--- src/rtl/uart_pkt_deframer.sv ---
//------------------------------------------------------------------------------
// Module  : uart_pkt_deframer
// Brief   : Pops bytes from a uart rx path, validates SOF/LEN/payload/CHK
//           frames and forwards good payloads on a valid/ready byte stream.
// Revision: 1.0 - initial release
//------------------------------------------------------------------------------
`default_nettype none

module uart_pkt_deframer #(
  parameter logic [7:0] SOF_BYTE       = 8'hA5,
  parameter int         MAX_LEN        = 16,
  parameter int         TIMEOUT_CYCLES = 2000
) (
  input  logic       clk,
  input  logic       rst,
  input  logic [7:0] rx_data,
  input  logic       rx_ready,
  input  logic       parity_err,
  output logic       rx_req,
  output logic [7:0] pkt_data,
  output logic       pkt_valid,
  input  logic       pkt_ready,
  output logic       pkt_last,
  output logic       frame_ok,
  output logic       frame_err,
  output logic [1:0] err_code
);

  localparam int            AW        = (MAX_LEN > 1) ? $clog2(MAX_LEN) : 1;
  localparam int            TW        = (TIMEOUT_CYCLES > 1) ? $clog2(TIMEOUT_CYCLES + 1) : 1;
  localparam logic [7:0]    MAX_LEN_B = 8'(MAX_LEN);
  localparam logic [TW-1:0] TMO_LAST  = TW'(TIMEOUT_CYCLES - 1);

  typedef enum logic [2:0] {
    S_IDLE    = 3'd0,
    S_LEN     = 3'd1,
    S_PAYLOAD = 3'd2,
    S_CHK     = 3'd3,
    S_SEND    = 3'd4
  } state_t;

  state_t        state_q, state_d;
  logic          rx_req_q;
  logic [7:0]    len_q, len_d;
  logic [7:0]    idx_q, idx_d;
  logic [7:0]    rd_idx_q, rd_idx_d;
  logic [7:0]    chk_q, chk_d;
  logic [TW-1:0] tmo_q, tmo_d;
  logic          frame_ok_q, frame_ok_d;
  logic          frame_err_q, frame_err_d;
  logic [1:0]    err_code_q, err_code_d;
  logic [7:0]    buf_q [MAX_LEN];

  logic          w_in_frame;
  logic          w_tmo_hit;
  logic          w_buf_we;
  logic [7:0]    w_len_m1;

  assign w_in_frame = (state_q == S_LEN) || (state_q == S_PAYLOAD) || (state_q == S_CHK);
  assign w_tmo_hit  = (TIMEOUT_CYCLES != 0) && (tmo_q == TMO_LAST);
  assign w_len_m1   = len_q - 8'd1;

  // The delayed strobe guarantees the uart has a cycle to advance its data.
  assign rx_req    = rx_ready & (state_q != S_SEND) & ~rx_req_q;
  assign pkt_valid = (state_q == S_SEND);
  assign pkt_data  = pkt_valid ? buf_q[rd_idx_q[AW-1:0]] : 8'd0;
  assign pkt_last  = pkt_valid && (rd_idx_q == w_len_m1);
  assign frame_ok  = frame_ok_q;
  assign frame_err = frame_err_q;
  assign err_code  = err_code_q;

  always_comb begin
    state_d     = state_q;
    len_d       = len_q;
    idx_d       = idx_q;
    rd_idx_d    = rd_idx_q;
    chk_d       = chk_q;
    tmo_d       = '0;
    frame_ok_d  = 1'b0;
    frame_err_d = 1'b0;
    err_code_d  = err_code_q;
    w_buf_we    = 1'b0;

    if (w_in_frame) begin
      tmo_d = rx_req ? '0 : tmo_q + TW'(1);
    end

    if (w_in_frame && rx_req && parity_err) begin
      frame_err_d = 1'b1;
      err_code_d  = 2'd3;
      state_d     = S_IDLE;
    end else if (w_in_frame && !rx_req && w_tmo_hit) begin
      frame_err_d = 1'b1;
      err_code_d  = 2'd2;
      state_d     = S_IDLE;
    end else begin
      case (state_q)
        S_IDLE: begin
          if (rx_req && !parity_err && (rx_data == SOF_BYTE)) begin
            state_d = S_LEN;
          end
        end
        S_LEN: begin
          if (rx_req) begin
            if ((rx_data == 8'd0) || (rx_data > MAX_LEN_B)) begin
              frame_err_d = 1'b1;
              err_code_d  = 2'd0;
              state_d     = S_IDLE;
            end else begin
              len_d   = rx_data;
              chk_d   = rx_data;
              idx_d   = 8'd0;
              state_d = S_PAYLOAD;
            end
          end
        end
        S_PAYLOAD: begin
          if (rx_req) begin
            w_buf_we = 1'b1;
            chk_d    = chk_q ^ rx_data;
            idx_d    = idx_q + 8'd1;
            if (idx_q == w_len_m1) begin
              state_d = S_CHK;
            end
          end
        end
        S_CHK: begin
          if (rx_req) begin
            if (rx_data == chk_q) begin
              frame_ok_d = 1'b1;
              rd_idx_d   = 8'd0;
              state_d    = S_SEND;
            end else begin
              frame_err_d = 1'b1;
              err_code_d  = 2'd1;
              state_d     = S_IDLE;
            end
          end
        end
        S_SEND: begin
          if (pkt_ready) begin
            if (rd_idx_q == w_len_m1) begin
              state_d = S_IDLE;
            end else begin
              rd_idx_d = rd_idx_q + 8'd1;
            end
          end
        end
        default: state_d = S_IDLE;
      endcase
    end
  end

  always_ff @(posedge clk or negedge rst) begin
    if (!rst) begin
      state_q     <= S_IDLE;
      rx_req_q    <= 1'b0;
      len_q       <= 8'd0;
      idx_q       <= 8'd0;
      rd_idx_q    <= 8'd0;
      chk_q       <= 8'd0;
      tmo_q       <= '0;
      frame_ok_q  <= 1'b0;
      frame_err_q <= 1'b0;
      err_code_q  <= 2'd0;
    end else begin
      state_q     <= state_d;
      rx_req_q    <= rx_req;
      len_q       <= len_d;
      idx_q       <= idx_d;
      rd_idx_q    <= rd_idx_d;
      chk_q       <= chk_d;
      tmo_q       <= tmo_d;
      frame_ok_q  <= frame_ok_d;
      frame_err_q <= frame_err_d;
      err_code_q  <= err_code_d;
    end
  end

  // Payload storage is only read in SEND, after being fully written.
  always_ff @(posedge clk) begin
    if (w_buf_we) begin
      buf_q[idx_q[AW-1:0]] <= rx_data;
    end
  end

endmodule

`default_nettype wire
--- config.mk ---
export PLATFORM = sky130hd
export DESIGN_NAME = uart_pkt_deframer
export DESIGN_NICKNAME = d
export VERILOG_FILES = /design/src/rtl/uart_pkt_deframer.sv
export SDC_FILE = /design/constraint.sdc
export NUM_CORES = 1
export LEC_CHECK = 0
export ABC_AREA = 1
export ABC_CLOCK_PERIOD_IN_PS = 6000
export CORE_AREA = 2 2 118 120
export CTS_CLUSTER_DIAMETER = 40
export DETAILED_ROUTE_END_ITERATION = 8
export DIE_AREA = 0 0 120 122
export PLACE_DENSITY_LB_ADDON = 0.1
export REMOVE_ABC_BUFFERS = 1
export SLEW_MARGIN = 15
export SYNTH_ARGS = -nofsm -noshare
export SYNTH_HDL_FRONTEND = slang
export SYNTH_SLANG_ARGS = --single-unit
export TNS_END_PERCENT = 20
--- constraint.sdc ---
create_clock -name clk -period 6 [get_ports clk]
set_clock_uncertainty 0.05 [all_clocks]
set_input_delay 1.2 -clock clk [delete_from_list [all_inputs] [get_ports clk]]
set_output_delay 1.2 -clock clk [all_outputs]
set_load 0.01 [all_outputs]
==> results.ini <==
[global_routing]
grt-ovfl-total=0
grt_pass1_wl_um=30600
antenna_found_initial=0
grt_start_max_net_pins=69
grt_pass1_vias=6035
track_usage_pct=27.6

[critical_path]
crit_path_end_kind=output port
worstSetupEndpoint=pkt_data[4]
r2r_slack_ns=3.06
crit_required_ns=4.75
cp.arrival_ns=3.36
cp-startpoint=rd_idx_q[0]
rr_worst_depth=9
r2r_start=rd_idx_q[0]
cpMaxStageDelayCell=dfrtp_2
crit_fanout=68
path_class=reg -> out
critPathMaxStageDelay_ns=1.11
startpoint_type=register
r2r_end=rd_idx_q[7]
crit_chain=clkinv_1, buf_4, o21ai_0, o221ai_1, nand3_1, a31oi_1, clkdlybuf4s50_1

[logic_synthesis]
ys_warn_count=0
postSynth.asyncResetShare_pct=28.5
synth_edf_count=128
ys_types=43
syn-cell-area_sq_mm=0.00823
synth_top_area_share_pct=46.7
ys_seq_area_share_pct=62.2
avgSynthCellArea_sq_um=10.1
synth_ff_type=edfxtp_1
synthTopCellsByArea=edfxtp_1, dfrtp_1, nand2_1
synth_area_leader_cell=edfxtp_1
synth_cells=814
ys_ff_latch=179

[power_and_ir_drop]
powerDensity_mw_per_mm2=346
comb_power_share_pct=18.1
irDropWorstVdd_mv=0.218
net-switching-power_uw=932
p_leak_nw=3.50
seqPwrFrac_pct=48.4
p_sw_share_pct=29.3
p_int_mw=2.25
p_clk_share_pct=33.4

[routing]
drc=0
vias_per_cell=5.97
drtIter0Drc=683
wl_per_cell_um=18.6
drtAntennaViolNets=0
dr.pass1.iters=6
wl_um=19200
vias=6157

[timing]
worst_pin_slew_ns=1.15
setup_tns_ns=0
grt_setup_unrepaired=no
hold_viol=0
holdWs_ns=0.421
setup_viol=0
fmax_mhz=217
fin_crit_sh_pct=76.8
slew_headroom_pct=23.4
slew_viol_final=0
finalCriticalPeriod_ns=4.61
setup_ws_ns=1.39

[flow_run]
cap_violations=0

[clocking]
root_buffer=clkbuf_16
clock_latency_ns=0.43
path_clk_slew_ns=0.06
hold_buffers=0
cts.sink_count=179
cts_tree=done
clockBufferDepth=2
cts_made_buffers=17
cts_resized=0
post_cts_buffers=0
htree_levels=4

[die]
core_sq_mm=0.0135
die_y_um=122
dieArea_sq_mm=0.0146
die_x_um=120
rows=43
start_util_pct=61.0
ios=28

[place]
post-place-ws_ns=1.87
dp_cells=999
gp_congestion=0.961
port_buffers=27
hpwl_um=12500
dpl_cell_area_sq_mm=0.00865

[min_path]
min_path_type=reg -> reg
min_from=tmo_q[0]

[cells_and_area]
post-route-cell-area_sq_mm=0.00921
stdcell_count=1031
antenna-diode-count=0
fillers=1032
fin_nets=858
drive_above_1_share_pct=8.93
syn2layout_area_growth_pct=11.9

[run_status]
status=finished clean

-- worst min-delay path by stage --
stage / end / slack, ns / cells after the start
2_1_floorplan: tmo_q[0] / 0.38 / 1
6_report: tmo_q[0] / 0.42 / 1
3_5_place_dp: tmo_q[0] / 0.42 / 1
3_3_place_gp: tmo_q[0] / 0.40 / 1
5_1_grt: tmo_q[0] / 0.46 / 1
4_1_cts: tmo_q[0] / 0.43 / 1
-- cells in the mapped netlist (all sizes together), types with 3 or more instances --
library cell    n
a21oi          11
a31oi           8
buf             6
clkbuf         23
dfrtp          51
edfxtp        128
ha              7
inv            58
nand2         143
nand3          49
nand4          12
nor2          145
nor3           14
nor4            3
o211ai          4
o21ai          89
o221ai         12
o22ai          20
or2             3
xnor2           6
xor2           13
-- critical path: cells and delay by family, from the launching register on --
family                 cells  cell delay (ns)
buffers and inverters      3             1.11
and+or+nand+nor            1             0.18
DFF                        1             1.11
AOI/OAI and AO/OA          3             0.50
-- cells by family (layout without fill, tap and decap cells) --
family,count (synthesis),after routing,share of synthesized area (%)
compound gates,149,149,10.7
simple gates,372,372,19.7
fa+ha+maj,7,7,1.06
xor+xnor,19,19,2.02
buf+inv,88,125,4.24
flops,179,179,62.2
-- layer usage --
metal  up-vias  global-route usage (%)  routed length (um)
li1       2878                       -                   -
met1      2982                    34.2                7640
met2       262                    48.3                9820
met3        35                    5.10                1360
met4         0                    10.6                 362
met5         -                       0                   0
-- cells in the final DEF, fill, tap and decap left out, types with 2 or more instances in the layout --
cell type and n:
dfrtp_1 50, nand3_1 47, o21ai_0 81, inv_6 3, clkinvlp_4 2, clkbuf_16 17
a21oi_1 10, nand2_1 138, xnor2_1 6, o211ai_1 4, buf_4 7, xor2_1 13
bufinv_16 2, nor4_1 2, o221ai_1 12, nor2_2 6, nor3_1 13, a31oi_1 8
nor2_1 136, inv_1 46, or2_2 3, nand2_2 5, nor2_8 2, ha_1 7
o22ai_1 20, nand4_1 12, clkdlybuf4s50_1 26, clkinv_1 7, edfxtp_1 128, inv_2 11
o21ai_2 8
-- state kept, by name (all words and copies together) (netlist names) --
register	count
chk_q	8
err_code	2
state_q	3
frame_err	1
idx_q	8
frame_ok	1
rx_req_q	1
rd_idx_q	8
tmo_q	11
buf_q	128
len_q	8
-- stage by stage --
| stage | total power [mW] | util (%) |
|---|---|---|
| 6_report | 3.18 | 68.2 |
| 5_1_grt | 3.33 | 68.2 |
| 4_1_cts | 3.19 | 68.2 |
| 3_5_place_dp | 2.13 | 64.1 |
| 3_3_place_gp | 2.11 | 64.1 |
| 2_1_floorplan | 1.95 | - |
-- final cells by class --
type	count	area, sq um	share of cell area (%)
well taps	180	225	2.44
inverters	59	221	2.40
flip-flops and latches	179	5120	55.6
repair buffers	34	318	3.45
clock buffers	18	429	4.66
clock inverters	14	134	1.45
multi-input cells	547	2760	30.0
-- power by group through the flow --
stage	Sequential (mW)	Combinational, mW	Clock [mW]
2_1_floorplan	1.54	0.408	0
3_3_place_gp	1.56	0.550	0
3_5_place_dp	1.56	0.569	0
4_1_cts	1.54	0.576	1.07
5_1_grt	1.56	0.651	1.12
6_report	1.54	0.577	1.06
(Power assumes the default switching activity.)
